<file path="src/rtl/full_subtractor_unit.sv">
// full_subtractor_unit: ripple-borrow x - y - bin with combinational and registered results
module full_subtractor_unit #(
    parameter int WIDTH = 1
) (
    input  logic             clk,
    input  logic             rst,
    input  logic [WIDTH-1:0] x,
    input  logic [WIDTH-1:0] y,
    input  logic             bin,
    input  logic             in_valid,
    output logic [WIDTH-1:0] d,
    output logic             bout,
    output logic [WIDTH-1:0] d_q,
    output logic             bout_q,
    output logic             out_valid
);
    logic [WIDTH:0] b;
    assign b[0] = bin;
    for (genvar i = 0; i < WIDTH; i++) begin : g_bit
        assign d[i]   = x[i] ^ y[i] ^ b[i];
        assign b[i+1] = (~x[i] & y[i]) | (~(x[i] ^ y[i]) & b[i]);
    end
    assign bout = b[WIDTH];
    always_ff @(posedge clk) begin
        if (rst) begin
            d_q       <= '0;
            bout_q    <= 1'b0;
            out_valid <= 1'b0;
        end else begin
            out_valid <= in_valid;
            if (in_valid) begin
                d_q    <= d;
                bout_q <= bout;
            end
        end
    end
endmodule

</file>
<file path="config.mk">
export PLATFORM = sky130hd
export DESIGN_NAME = full_subtractor_unit
export DESIGN_NICKNAME = d
export VERILOG_FILES = /design/src/rtl/full_subtractor_unit.sv
export SDC_FILE = /design/constraint.sdc
export NUM_CORES = 1
export LEC_CHECK = 0
export CELL_PAD_IN_SITES_DETAIL_PLACEMENT = 0
export CELL_PAD_IN_SITES_GLOBAL_PLACEMENT = 1
export CORE_AREA = 2 2 39 41
export CTS_CLUSTER_SIZE = 30
export DETAILED_ROUTE_END_ITERATION = 7
export DIE_AREA = 0 0 41 43
export PLACE_DENSITY_LB_ADDON = 0.1
export SYNTH_ARGS = -nofsm -noshare
export SYNTH_HDL_FRONTEND = slang
export SYNTH_SLANG_ARGS = --single-unit
export TNS_END_PERCENT = 10
</file>
<file path="constraint.sdc">
create_clock -name clk -period 1.1 [get_ports clk]
set_clock_uncertainty 0.2 [all_clocks]
set_input_delay 0.22 -clock clk [delete_from_list [all_inputs] [get_ports clk]]
set_output_delay 0.22 -clock clk [all_outputs]
set_load 0.02 [all_outputs]
</file>
==> run_results.csv, run 1 <==
group,metric,value,unit
pwr,cellPowerDensity,1440,mW/mm2
die,dieArea,0.00176,mm2
clocking,clk_root_buffer_cell,"clkbuf_4",
synthesis,synth.distinct_cells,7,
outcome,violations,"setup timing",
routing,drcViolationCount,0,
synthesis,synth.mux.area_fraction,8.16,%
timing,layout_setup_ws,-0.325,ns
routing,ant_nets,0,
worst_setup_path,cp.arrival,1.00,ns
timing,tightestPinTransition,0.168,ns
synthesis,syn-cell-area,123,um2
cells_and_area,final_net_count,36,
cells_and_area,antennaDiodeCount,0,
clocking,clock_latency,0.23,ns
worst_setup_path,critPathLaunchType,"primary input",
global_routing,grt_max_degree,5,
timing,final_max_slew_viol_count,0,
cells_and_area,fin_util,21.9,%
global_routing,grt_overflow_total,0,
timing,period_needed,1.42,ns
timing,clock.fmax,0.702,GHz
routing,vias_per_cell,3.16,
clocking,cts_htree_levels,1,
clocking,cts_tree,"done",
timing,rsz0062_at_grt,"yes",
pwr,p_leak,0.140,nW
min_path,hp-class,"in2reg",
synthesis,syn_inst,12,
routing,top_layer,"met3",
routing,drt_iter0_markers,0,
clocking,numCtsBuffers,3,
worst_setup_path,crit_type,"in2out",
synthesis,synth_xor_xnor_area_share,0,%
worst_setup_path,end_kind,"output pin",
synthesis,synth_top_family_by_area,"adder cells",
synthesis,avgSynthCellArea,10.2,um2
clocking,cts.sinks,3,
timing,hold_viol_final,0,
die,chipWidth,41,um
die,io_pins,11,
outcome,status,"finished with violations",
clocking,post_cts_buffers,0,
die,rows,14,
routing,routedWlPerCell,7.27,um
routing,routed-wl-met3,64,um
timing,period_share,130,%
synthesis,synth-simple-area-share,11.2,%
routing,wirelength,320,um
place,detailed_place.area,260,um2
global_routing,grt_usage,5.01,%
synthesis,synthesis.nets,19,
die,die_h,43,um
worst_setup_path,reg2regPathDepth,2,
clocking,holdBufCountCts,0,
min_path,hold_depth,4,
synthesis,ys_warn_count,0,
routing,firstDrtPassIters,1,
synthesis,ys_ff_latch,3,
cells_and_area,area_growth,147,%
clocking,clk_pin_slew,0.03,ns
die,core,0.00138,mm2
place,gp_congestion,0.527,
routing,routedLengthMet1,105,um
flow_run,max_cap_viol_count,0,
global_routing,grt_pass1_wl,483,um
worst_setup_path,cp_data_required_time,0.68,ns
routing,vias,139,
place,place_ws,-1.18,ns
synthesis,synth_compound_area_share,6.12,%
timing,slew_headroom,88.8,%
global_routing,grt_pass1_vias,124,
worst_setup_path,cp_max_fo,2,
place,numPortBuffers,10,
synthesis,synth-adder-area-share,16.3,%
cells_and_area,fin_area,303,um2
cells_and_area,drive_gt1_share,71.4,%
synthesis,synth_seq_area_share,49.0,%
place,hpwl,251,um
clocking,clk_path_buf_depth,2,
pwr,ir_drop,0.000242,V
timing,setup_viol,3,
routing,routed-wl-met2,150,um
die,initial_core_util,8.86,%
global_routing,antenna_found_initial,0,
==> cell usage in the layout (no fill, tap or decap) <==
cell type / count
nor2b_1: 1
nor2_1: 2
a211oi_2: 1
dfxtp_2: 3
inv_2: 2
clkbuf_1: 1
buf_4: 1
clkdlybuf4s50_1: 2
inv_1: 1
fa_2: 1
clkbuf_4: 3
mux2i_1: 1
buf_6: 8
buf_2: 1
==> per-stage QoR <==
stage               cells  hold slack (ns)  setup TNS, ns  total power [mW]
floorplan              12           0.0916         -0.431             0.167
global placement       40            0.289          -4.28             0.233
detailed placement     40            0.296          -4.28             0.233
CTS                    44            0.271         -0.651             0.439
global route           44            0.300         -0.773             0.468
finish                 44            0.275         -0.639             0.435
==> worst max-delay path: stages <==
cell and delay [ns]:
buf_6 0.09, fa_2 0.57, buf_6 0.12
==> cells in the mapped netlist <==
cell type  number  area (um2)
dfxtp_1         3        60.1
mux2i_1         1        10.0
a211oi_1        1        7.51
nor2b_1         1        6.26
nor2_1          2        7.51
fa_1            1        20.0
inv_1           3        11.3
==> final cells by class <==
cell class,count,area [um2]
Sequential cell,3,63.8
Clock buffer,4,26.3
Fill cell,158,1080
Timing Repair Buffer,12,123
Tap cell,16,20.0
Inverter,3,11.3
Multi-Input combinational cell,6,58.8
==> worst paths after layout <==
path | slack, ns | startpoint | end
setup / recovery | -0.32 | x | d
hold / removal | 0.27 | x | bout_q
setup reg to reg | 0.26 | bout_q | bout_q
hold reg to reg | 0.30 | d_q | d_q
==> state kept, by name, indices dropped and copies added, names as in the netlist <==
| signal | count |
|---|---|
| bout_q | 1 |
| d_q | 1 |
| out_valid | 1 |
==> timing repair <==
item,CTS,global route
gates cloned,0,0
resized for setup,45,5
setup endpoints to repair,7,7
pin swaps,1,0
==> metal layers <==
layer  global-route usage [%]  up-vias
li1                         -       69
met1                     4.47       61
met2                     4.69        9
met3                     4.71        0
met4                     8.00        0
met5                        0        -
==> cells by family after synthesis <==
logic type | Yosys count
adder cells (fa/ha/maj) | 1
flip-flops | 3
multiplexers | 1
AND/OR/NAND/NOR | 3
buffers and inverters | 3
AO/OA/AOI/OAI | 1
==> power by group <==
part / leakage (nW) / switching (mW) / internal (mW)
sequential: 0.0258 / 0.00499 / 0.119
combinational: 0.0996 / 0.0495 / 0.0702
clock: 0.0150 / 0.0550 / 0.136
total: 0.140 / 0.110 / 0.325
Note: power is estimated with default switching activity, not from simulation.
==> run 2, diff against run 1 <==
DONT_BUFFER_PORTS = 1   (was not set)
GPL_ROUTABILITY_DRIVEN = 1   (was not set)
==> run_results.csv, run 2 (synthesis results as in run 1) <==
group,metric,value,unit
outcome,status,"finished with violations",
outcome,violations,"setup timing",
cells_and_area,area_growth,77.6,%
worst_setup_path,cp.arrival,0.86,ns
worst_setup_path,end_kind,"output pin",
clocking,clk_root_buffer_cell,"clkbuf_4",
cells_and_area,drive_gt1_share,47.4,%
cells_and_area,layout_common_cells,"clkbuf_4 (3), nor2_1 (2), dfxtp_2 (2)",
worst_setup_path,regToRegStartpoint,"bout_q",
clocking,cts_tree,"done",
worst_setup_path,cp-startpoint,"x",
worst_setup_path,critical_path_depth,1,
die,io_pins,11,
timing,period_share,116,%
clocking,numCtsBuffers,3,
worst_setup_path,cp_num_buf_inv,0,
timing,hold_viol_final,0,
worst_setup_path,cp_max_fo,2,
timing,whs,0.135,ns
timing,final_max_slew_viol_count,0,
timing,slew_headroom,86.9,%
global_routing,grt_pass1_wl,379,um
routing,drcViolationCount,0,
clocking,clk_path_buf_depth,2,
worst_setup_path,cp_cell_sequence,"fa_2",
routing,vias,104,
timing,tightestPinTransition,0.197,ns
clocking,post_cts_buffers,0,
worst_setup_path,cp_data_required_time,0.68,ns
routing,drt_iter0_markers,1,
global_routing,grt_usage,3.80,%
clocking,cts_htree_levels,1,
die,initial_core_util,8.86,%
die,chipWidth,41,um
routing,firstDrtPassIters,2,
die,rows,14,
routing,wirelength,300,um
die,die_h,43,um
routing,routedWlPerCell,8.57,um
clocking,clock_latency,0.23,ns
routing,ant_nets,0,
cells_and_area,reg.largest.list,"bout_q (1), d_q (1), out_valid (1)",
worst_setup_path,crit_type,"in2out",
global_routing,grt_overflow_total,0,
timing,rsz0062_at_grt,"yes",
cells_and_area,antennaDiodeCount,0,
flow_run,max_cap_viol_count,0,
cells_and_area,fillers,165,
timing,setup_viol,2,
pwr,ir_drop,0.000206,V
worst_setup_path,r2r_end,"bout_q",
global_routing,grt_max_degree,5,
die,core,0.00138,mm2
timing,period_needed,1.28,ns
routing,vias_per_cell,2.97,
place,place_ws,-0.232,ns
min_path,hp-class,"in2reg",
worst_setup_path,reg2regPathDepth,2,
min_path,hold_depth,2,
worst_setup_path,critPathLaunchType,"primary input",
pwr,cellPowerDensity,1770,mW/mm2
global_routing,antenna_found_initial,0,
timing,layout_setup_ws,-0.176,ns
worst_setup_path,endpoint,"d",
place,numPortBuffers,0,
pwr,p_leak,0.0994,nW
worst_setup_path,max_stage_delay,0.64,ns
worst_setup_path,cp_top_family,"adder cells",
global_routing,grt_pass1_vias,99,
cells_and_area,final_net_count,27,
clocking,cts.sinks,3,
timing,clock.fmax,0.784,GHz
die,dieArea,0.00176,mm2
clocking,clk_pin_slew,0.03,ns
cells_and_area,layout_commonest_cell,"clkbuf_4",
place,gp_congestion,0.470,
worst_setup_path,crit_slowest_cell,"fa_2",
worst_setup_path,reg2reg_slack,0.26,ns
run 2: cell types whose count changed in the layout (fill, tap and decap cells not counted), sizes merged:
cell / previous run / this run
dlymetal6s4s: 0 / 1
dlygate4sd3: 0 / 1
clkdlybuf4s50: 2 / 0
buf: 10 / 1
run 2: worst min path at each step:
stage / startpoint / to / slack, ns
2_1_floorplan: rst / out_valid / 0.09
4_1_cts: x / bout_q / 0.1
3_5_place_dp: rst / out_valid / 0.09
6_report: x / bout_q / 0.13
3_3_place_gp: rst / d_q / 0.09
5_1_grt: x / bout_q / 0.14
run 2: area by class of cell:
cell class                 instances  area, um2  area share (%)
multi-input combinational          6       53.8            24.7
sequential                         3       62.6            28.7
inverter                           3       21.3            9.77
timing repair buffer               3       33.8            15.5
clock buffer                       4       26.3            12.1
tap                               16       20.0            9.20
run 2: layer usage:
metal | share of wire (%) | GRT usage, % | vias up
met4 | 0 | 6.00 | 0
met2 | 41 | 3.75 | 9
li1 | - | - | 50
met3 | 18 | 2.09 | 0
met1 | 40 | 4.14 | 45
met5 | 0 | 0 | -
run 2: per-stage QoR:
| stage | instances | area [um2] | util, % | power [mW] | TNS (ns) |
|---|---|---|---|---|---|
| 2_1_floorplan | 12 | 125 | - | 0.167 | -0.431 |
| 3_3_place_gp | 29 | 153 | 11.0 | 0.179 | -0.550 |
| 3_5_place_dp | 29 | 153 | 11.0 | 0.178 | -0.569 |
| 4_1_cts | 35 | 213 | 15.4 | 0.396 | -0.366 |
| 5_1_grt | 35 | 218 | 15.7 | 0.407 | -0.250 |
| 6_report | 35 | 218 | 15.7 | 0.384 | -0.216 |
run 2: timing repair:
item,4_1_cts,5_1_grt
hold buffers,2,0
pin swaps,1,1
gates resized for setup,8,2
endpoints found under the setup margin,4,5
endpoints found under the hold margin,3,0
run 2: power breakdown:
part / switching (mW) / internal, mW
logic: 0.0328 / 0.0290
registers: 0.0114 / 0.119
clock network: 0.0561 / 0.136
total: 0.100 / 0.284
